### src/rtl/serial_adder_if.sv
// Operand/result handshake bundle for serial_adder.
// Optional macro SERIAL_ADDER_SUB_EN adds the sub_in operand-side signal.
interface serial_adder_if #(
  parameter int WIDTH = 8
);
  logic             in_valid_in;
  logic             in_ready_out;
  logic [WIDTH-1:0] a_in;
  logic [WIDTH-1:0] b_in;
  logic             c_in;
  logic             out_valid_out;
  logic             out_ready_in;
  logic [WIDTH-1:0] sum_out;
  logic             carry_out;
  logic             busy_out;
`ifdef SERIAL_ADDER_SUB_EN
  logic             sub_in;

  modport master (
    output in_valid_in, a_in, b_in, c_in, out_ready_in, sub_in,
    input  in_ready_out, out_valid_out, sum_out, carry_out, busy_out
  );

  modport slave (
    input  in_valid_in, a_in, b_in, c_in, out_ready_in, sub_in,
    output in_ready_out, out_valid_out, sum_out, carry_out, busy_out
  );
`else
  modport master (
    output in_valid_in, a_in, b_in, c_in, out_ready_in,
    input  in_ready_out, out_valid_out, sum_out, carry_out, busy_out
  );

  modport slave (
    input  in_valid_in, a_in, b_in, c_in, out_ready_in,
    output in_ready_out, out_valid_out, sum_out, carry_out, busy_out
  );
`endif
endinterface

### src/rtl/serial_adder.sv
// Multi-cycle adder: sums two WIDTH-bit operands plus carry-in, BITS_PER_CYCLE
// bits per clock through one full-adder slice and a registered carry.
// Optional macro SERIAL_ADDER_SUB_EN: sub_in=1 computes a + ~b + 1 (c_in ignored).
// The bus interface must be instantiated with the same WIDTH; BITS_PER_CYCLE
// must divide WIDTH.
//
// state  | meaning
// IDLE   | waiting for operands, in_ready_out high
// CALC   | one slice summed per edge, busy_out high
// DONE   | result presented, out_valid_out high until out_ready_in
module serial_adder #(
  parameter int WIDTH          = 8,
  parameter int BITS_PER_CYCLE = 1
) (
  input logic           clk_in,
  input logic           rst_n_in,
  serial_adder_if.slave bus
);

  localparam int NSLICE = WIDTH / BITS_PER_CYCLE;
  localparam int CW     = (NSLICE > 1) ? $clog2(NSLICE) : 1;

  localparam logic [1:0] S_IDLE = 2'd0;
  localparam logic [1:0] S_CALC = 2'd1;
  localparam logic [1:0] S_DONE = 2'd2;

  logic [1:0]       state_q, state_d;
  logic [WIDTH-1:0] a_q, a_d;
  logic [WIDTH-1:0] b_q, b_d;
  logic             carry_q, carry_d;
  logic [WIDTH-1:0] acc_q, acc_d;
  logic [CW-1:0]    cnt_q, cnt_d;
  logic [WIDTH-1:0] sum_q, sum_d;
  logic             cout_q, cout_d;

  logic [WIDTH-1:0]                b_load;
  logic                            c_load;
  logic [BITS_PER_CYCLE:0]         slice_full;
  logic [WIDTH+BITS_PER_CYCLE-1:0] acc_shift;
  logic [WIDTH-1:0]                acc_next;
  logic                            last_slice;

`ifdef SERIAL_ADDER_SUB_EN
  // Subtraction reuses the add path: invert B and force the carry-in.
  assign b_load = bus.sub_in ? ~bus.b_in : bus.b_in;
  assign c_load = bus.sub_in ? 1'b1 : bus.c_in;
`else
  assign b_load = bus.b_in;
  assign c_load = bus.c_in;
`endif

  // One BITS_PER_CYCLE-wide full-adder slice on the low bits of the shifters.
  assign slice_full = {1'b0, a_q[BITS_PER_CYCLE-1:0]}
                    + {1'b0, b_q[BITS_PER_CYCLE-1:0]}
                    + {{BITS_PER_CYCLE{1'b0}}, carry_q};

  // Slice result enters at the MSB end so the LSB slice lands at bit 0 after NSLICE shifts.
  assign acc_shift  = {slice_full[BITS_PER_CYCLE-1:0], acc_q};
  assign acc_next   = acc_shift[WIDTH+BITS_PER_CYCLE-1:BITS_PER_CYCLE];
  assign last_slice = (cnt_q == CW'(NSLICE - 1));

  assign bus.in_ready_out  = (state_q == S_IDLE);
  assign bus.out_valid_out = (state_q == S_DONE);
  assign bus.busy_out      = (state_q == S_CALC);
  assign bus.sum_out       = sum_q;
  assign bus.carry_out     = cout_q;

  // Next-state logic: operand capture, slice stepping and result handoff.
  always_comb begin
    state_d = state_q;
    a_d     = a_q;
    b_d     = b_q;
    carry_d = carry_q;
    acc_d   = acc_q;
    cnt_d   = cnt_q;
    sum_d   = sum_q;
    cout_d  = cout_q;
    case (state_q)
      S_IDLE: begin
        if (bus.in_valid_in) begin
          a_d     = bus.a_in;
          b_d     = b_load;
          carry_d = c_load;
          acc_d   = '0;
          cnt_d   = '0;
          state_d = S_CALC;
        end
      end
      S_CALC: begin
        acc_d   = acc_next;
        a_d     = a_q >> BITS_PER_CYCLE;
        b_d     = b_q >> BITS_PER_CYCLE;
        carry_d = slice_full[BITS_PER_CYCLE];
        if (last_slice) begin
          sum_d   = acc_next;
          cout_d  = slice_full[BITS_PER_CYCLE];
          cnt_d   = '0;
          state_d = S_DONE;
        end else begin
          cnt_d = cnt_q + 1'b1;
        end
      end
      S_DONE: begin
        if (bus.out_ready_in) state_d = S_IDLE;
      end
      default: state_d = S_IDLE;
    endcase
  end

  // State and datapath registers; reset discards any result in flight.
  always_ff @(posedge clk_in or negedge rst_n_in) begin
    if (!rst_n_in) begin
      state_q <= S_IDLE;
      a_q     <= '0;
      b_q     <= '0;
      carry_q <= 1'b0;
      acc_q   <= '0;
      cnt_q   <= '0;
      sum_q   <= '0;
      cout_q  <= 1'b0;
    end else begin
      state_q <= state_d;
      a_q     <= a_d;
      b_q     <= b_d;
      carry_q <= carry_d;
      acc_q   <= acc_d;
      cnt_q   <= cnt_d;
      sum_q   <= sum_d;
      cout_q  <= cout_d;
    end
  end

endmodule

### src/flat_wrapper.sv
// flat-port wrapper written by rule: the top's interface ports become plain ports
module serial_adder_flat 
#(
  parameter int WIDTH          = 8,
  parameter int BITS_PER_CYCLE = 1
)
  (clk_in, rst_n_in, bus_in_valid_in, bus_a_in, bus_b_in, bus_c_in, bus_out_ready_in, bus_in_ready_out, bus_out_valid_out, bus_sum_out, bus_carry_out, bus_busy_out);
  serial_adder_if #(.WIDTH(WIDTH)) bus_i ();
  input logic clk_in;
  input logic rst_n_in;
  input wire logic [$bits(bus_i.in_valid_in)-1:0] bus_in_valid_in;
  input wire logic [$bits(bus_i.a_in)-1:0] bus_a_in;
  input wire logic [$bits(bus_i.b_in)-1:0] bus_b_in;
  input wire logic [$bits(bus_i.c_in)-1:0] bus_c_in;
  input wire logic [$bits(bus_i.out_ready_in)-1:0] bus_out_ready_in;
  output wire logic [$bits(bus_i.in_ready_out)-1:0] bus_in_ready_out;
  output wire logic [$bits(bus_i.out_valid_out)-1:0] bus_out_valid_out;
  output wire logic [$bits(bus_i.sum_out)-1:0] bus_sum_out;
  output wire logic [$bits(bus_i.carry_out)-1:0] bus_carry_out;
  output wire logic [$bits(bus_i.busy_out)-1:0] bus_busy_out;
  assign bus_i.in_valid_in = bus_in_valid_in;
  assign bus_i.a_in = bus_a_in;
  assign bus_i.b_in = bus_b_in;
  assign bus_i.c_in = bus_c_in;
  assign bus_i.out_ready_in = bus_out_ready_in;
  assign bus_in_ready_out = bus_i.in_ready_out;
  assign bus_out_valid_out = bus_i.out_valid_out;
  assign bus_sum_out = bus_i.sum_out;
  assign bus_carry_out = bus_i.carry_out;
  assign bus_busy_out = bus_i.busy_out;
  serial_adder #(.WIDTH(WIDTH), .BITS_PER_CYCLE(BITS_PER_CYCLE)) u_core (.clk_in(clk_in), .rst_n_in(rst_n_in), .bus(bus_i));
endmodule
### config.mk
export PLATFORM = sky130hd
export DESIGN_NAME = serial_adder_flat
export DESIGN_NICKNAME = d
export VERILOG_FILES = /design/src/rtl/serial_adder_if.sv /design/src/rtl/serial_adder.sv /design/src/flat_wrapper.sv
export SDC_FILE = /design/constraint.sdc
export NUM_CORES = 1
export LEC_CHECK = 0
export ABC_AREA = 1
export CORE_UTILIZATION = 30
export CTS_CLUSTER_SIZE = 40
export DETAILED_ROUTE_END_ITERATION = 8
export PLACE_DENSITY = 0.6
export SLEW_MARGIN = 5
export SYNTH_ARGS = -nofsm -noshare
export SYNTH_HDL_FRONTEND = slang
export SYNTH_SLANG_ARGS = --single-unit
### constraint.sdc
create_clock -name clk_in -period 1.9 [get_ports clk_in]
set_input_delay 0.38 -clock clk_in [delete_from_list [all_inputs] [get_ports clk_in]]
set_output_delay 0.38 -clock clk_in [all_outputs]
set_load 0.005 [all_outputs]
# [Yosys cells after proc, flatten, opt, wreduce, memory -nomap -nowiden]
# Index checks and enable logic that the tools add are counted.
[word_totals] ff_bits=39 in_bits=21 out_inout_bits=12 word_cells=37
[op_classes] n_addsub=3 n_eq_ne=6 muxes=15 n_reduce_logical=5
[ops] cell="$pmux 8 s2" count=3
[ops] cell="$mux 8" count=3
[ops] cell="$mux 2" count=3
[ops] cell="$mux 3" count=2
[ops] cell="$pmux 2 s3" count=1
[ops] cell="$pmux 3 s2" count=1
[ops] cell="$ne 2x2->1 const B" count=2
[ops] cell="$reduce_and 2->1" count=2
[ops] cell="$add 3x1->3 const B" count=1
[ops] cell="$eq 3x3->1 const B" count=1
[ops] cell="$reduce_and 3->1" count=1
[ops] cell="$add 1x1->2" count=1
[ops] cell="$add 2x1->2" count=1
[ops] cell="$eq 2x1->1 const B" count=1
[ops] cell="$eq 2x2->1 const B" count=1
[ops] cell="$logic_not 2->1" count=1
[ops] cell="$ne 2x1->1 const B" count=1
[ops] cell="$pmux 1 s2" count=1
[ops] cell="$reduce_bool 2->1" count=1
[ops] cell="$mux 1" count=1

# [Logic depth before layout (Yosys ltp)]
[logic_depth] depth_word=3 ltp_mapped=7 ltp_nobuf=6

# [Worst setup path before layout]
# No wires, ideal clock.
[synth_timing] path_kind="register to output" startpoint="register u_core.state_q[1]" endpoint="output port bus_out_valid_out" t_arrival_ns=0.875 required_ns=1.520 setup_slack_ns=0.645 stages_incl_launch_ff=4 path_buffers=1 path_cell_list="dfrtp_1 -> inv_2 -> clkbuf_1 -> nor2_1"
[synth_between] elab_chain_cells=1
[synth_lines] element="start, declared" line_no="serial_adder.sv:27" text="logic [1:0] state_q, state_d;"
[synth_lines] element="start signal, assigned" line_no="serial_adder.sv:122" text="state_q <= state_d;"
[synth_lines] element="$eq 2x2->1" line_no="serial_adder.sv:63" text="assign bus.out_valid_out = (state_q == S_DONE);"
[synth_lines] element="end, declared" line_no="flat_wrapper.sv:17" text="output wire logic [$bits(bus_i.out_valid_out)-1:0] bus_out_valid_out;"
# No other way between the ends.

# [Worst setup path after layout]
[layout_timing] startpoint="register u_core.state_q[0]" endpoint="output port bus_in_ready_out"
[layout_between] elab_chain_cells=1
[layout_lines] element="$logic_not 2->1" line_no="serial_adder.sv:62" text="assign bus.in_ready_out = (state_q == S_IDLE);"
[layout_lines] element="end, declared" line_no="flat_wrapper.sv:16" text="output wire logic [$bits(bus_i.in_ready_out)-1:0] bus_in_ready_out;"
# No other way between the ends.

==> out/results.ini <==
[yosys]
ys_ff_latch=38
synth_top_area_frac=0.540
synth_cell_type_count=17
syn-num-nets=237
yosysWarningCount=0
netlist_area_um2=1760
synthTopCellsByArea=dfrtp_1 (54%), nand2_1 (13%), nand3_1 (11%), inv_1 (6.6%), o21ai_1 (4.8%)
post-synth-top-area-cell=dfrtp_1
avgSynthCellArea_um2=8.26
synth_seq_area_share=0.540
syn_inst=213

[clock_network]
cts_max_path_buffers=2
cts.sinks=38
clk_latency_ps=280
cts_root_buf=clkbuf_8
htreeDepth=2
numCtsBuffers=5
ctsHoldBuffers=0
path_clk_slew_ps=70
cts_tree=yes

[timing]
period_needed_ps=1810
setup_viol=0
finalCritPeriodShare=0.950
final.setup.tns_ps=0
finalHoldViolCount=0
rsz0062_at_grt=no
drv_slew=0
relSlewSlack=0.748
worstMarginPinSlew_ps=378
fin_worst_skew_ps=3.31
max_freq_mhz=554

[global_routing]
globalRouteOverflowTotal=0
grt_max_degree=19
grt_usage=0.134
antenna_found_initial=0
grt_pass1_vias=1439
grt_pass1_wl_um=6490

[final_layout]
multi_input_area_um2=619
seqCellArea_um2=952
antenna_cells_inserted=0
final_nets=274
final_area_um2=2280
drive_gt1_frac=0.104
n_fill_cell=597
syn_to_final_growth_pct=29.4

[routing]
drt-initial-drc-count=101
first_pass_iters=6
drc=0
vias=1418
antenna_left=0
vias_per_cell=4.40
finalWirelength_um=3560
wl_per_cell_um=11.1

[worst_setup_path]
cp_max_fo=4
arrival_ps=1430
rr_startpoint=u_core.state_q[1]$_DFFE_PN0P_
rrSetupSlack_ps=400
critPathTopFamily=buffers and inverters
cp_data_required_time_ps=1520
path_buf_inv=1
end_kind=output pin
startpoint_type=register
critPathMaxStageDelay_ps=520
criticalPathCategory=register to output pin
ff2ff_path_depth=7
rr_endpoint=u_core.b_q[1]$_DFFE_PN0P_
crit_slowest_cell=clkdlybuf4s50_1
crit_chain=nor2_2 > clkdlybuf4s50_1

[floorplan]
start_util=0.316
die_y_um=78.6
ios=33
rows=27
die_area_um2=6180
core-area_um2=5570
die_x_um=78.6

[pwr]
p_leak_nw=1.14
power_density_nw_per_um2=1510
ir_drop_mv=0.492

[run]
cap_violations=0

[placed_design]
gp_congestion=0.765
dpl_cell_area_um2=2160
dp_hpwl_um=2610
io_buffers=32

[outcome]
outcome=completed

[min_path]
hp-class=primary input to asynchronous set/reset pin

## worst max-delay path by stage
stage                                        startpoint                        end  slack, ps  cells past startpoint
after floorplan           u_core.state_q[1]$_DFFE_PN0P_          bus_out_valid_out        650                      3
after global placement                  bus_in_valid_in  u_core.b_q[1]$_DFFE_PN0P_        270                      6
after detailed placement                bus_in_valid_in  u_core.b_q[1]$_DFFE_PN0P_        240                      6
after CTS                 u_core.state_q[1]$_DFFE_PN0P_           bus_in_ready_out         10                      2
after global routing      u_core.state_q[0]$_DFFE_PN0P_           bus_in_ready_out         20                      2
final                     u_core.state_q[0]$_DFFE_PN0P_           bus_in_ready_out         90                      2
## repair_timing
item,in CTS,in global routing
setup buffers,0,0
gates resized for setup,0,2
endpoints found under the setup margin,0,2
## report_power, final
| group | leakage (nW) | switching [mW] | internal [mW] |
|---|---|---|---|
| clock | 0.0573 | 0.266 | 0.420 |
| combinational | 0.604 | 0.746 | 0.638 |
| sequential | 0.479 | 0.205 | 1.17 |
| total | 1.14 | 1.22 | 2.23 |
## cells in the mapped netlist
| cell type | instances |
|---|---|
| nand2_1 | 62 |
| dfrtp_1 | 38 |
| nand3_1 | 37 |
| inv_1 | 31 |
| o21ai_1 | 17 |
| buf_2 | 4 |
| nand2_2 | 4 |
| nor2_1 | 4 |
| inv_2 | 3 |
| buf_4 | 2 |
| buf_6 | 2 |
| clkbuf_1 | 2 |
| ha_1 | 2 |
| o21ai_0 | 2 |
| fa_1 | 1 |
| nor2_4 | 1 |
| o31ai_1 | 1 |
## through the flow
step / instances / util / setup slack, ps / hold WS [ps] / power [mW]
5_1_grt: 322 / 0.409 / 17.1 / 31.5 / 3.79
3_5_place_dp: 315 / 0.388 / 235 / 326 / 2.79
2_1_floorplan: 213 / - / 645 / 84.4 / 2.29
4_1_cts: 322 / 0.408 / 10.3 / 16.7 / 3.49
6_report: 322 / 0.409 / 95.0 / 6.58 / 3.45
3_3_place_gp: 315 / 0.388 / 269 / 321 / 2.77
## cell usage in the layout (no fill, tap or decap)
cell / instances
o31ai_1: 1
nor2_2: 1
o21ai_0: 2
dfrtp_2: 1
nor2_1: 3
nor2_4: 1
nand2_1: 62
clkdlybuf4s50_1: 31
nand2_2: 4
nand3_1: 37
dfrtp_1: 37
bufinv_16: 1
clkbuf_8: 6
inv_2: 3
buf_4: 8
o21ai_1: 17
ha_1: 2
inv_1: 31
fa_1: 1
buf_2: 1
## cells by family after synthesis
logic type               count (synthesis)  share of synthesized area
AO/OA/AOI/OAI                           20                     0.0583
buffers and inverters                   44                      0.109
adder cells (fa/ha/maj)                  3                     0.0256
flip-flops                              38                      0.540
AND/OR/NAND/NOR                        108                      0.267
## layer usage
layer / track usage / wire [µm]
met5: 0 / 0
met4: 0.0481 / 46
met3: 0.0337 / 146
met2: 0.217 / 1630
met1: 0.173 / 1740
## worst reg2reg max path, cell delays in order (launching register included)
cell,delay [ps]
dfrtp_2,460
inv_2,70
buf_4,200
nand2_2,160
nand2_2,210
buf_4,200
nand3_1,90
nand2_1,60
## flip-flops by register name, summed over array words and instances, names as in the netlist
signal                count
u_core.bus.sum_out        8
u_core.a_q                8
u_core.cnt_q              3
u_core.b_q                8
u_core.carry_q            1
u_core.state_q            2
u_core.bus.carry_out      1
u_core.acc_q              7
## final cells by class
class                           count  area share
Timing Repair Buffer               40       0.165
Clock buffer                        6      0.0363
Tap cell                           72      0.0396
Inverter                           34      0.0560
Sequential cell                    38       0.418
Clock inverter                      1      0.0132
Multi-Input combinational cell    131       0.272
Note: power is estimated with default switching activity, not from simulation.
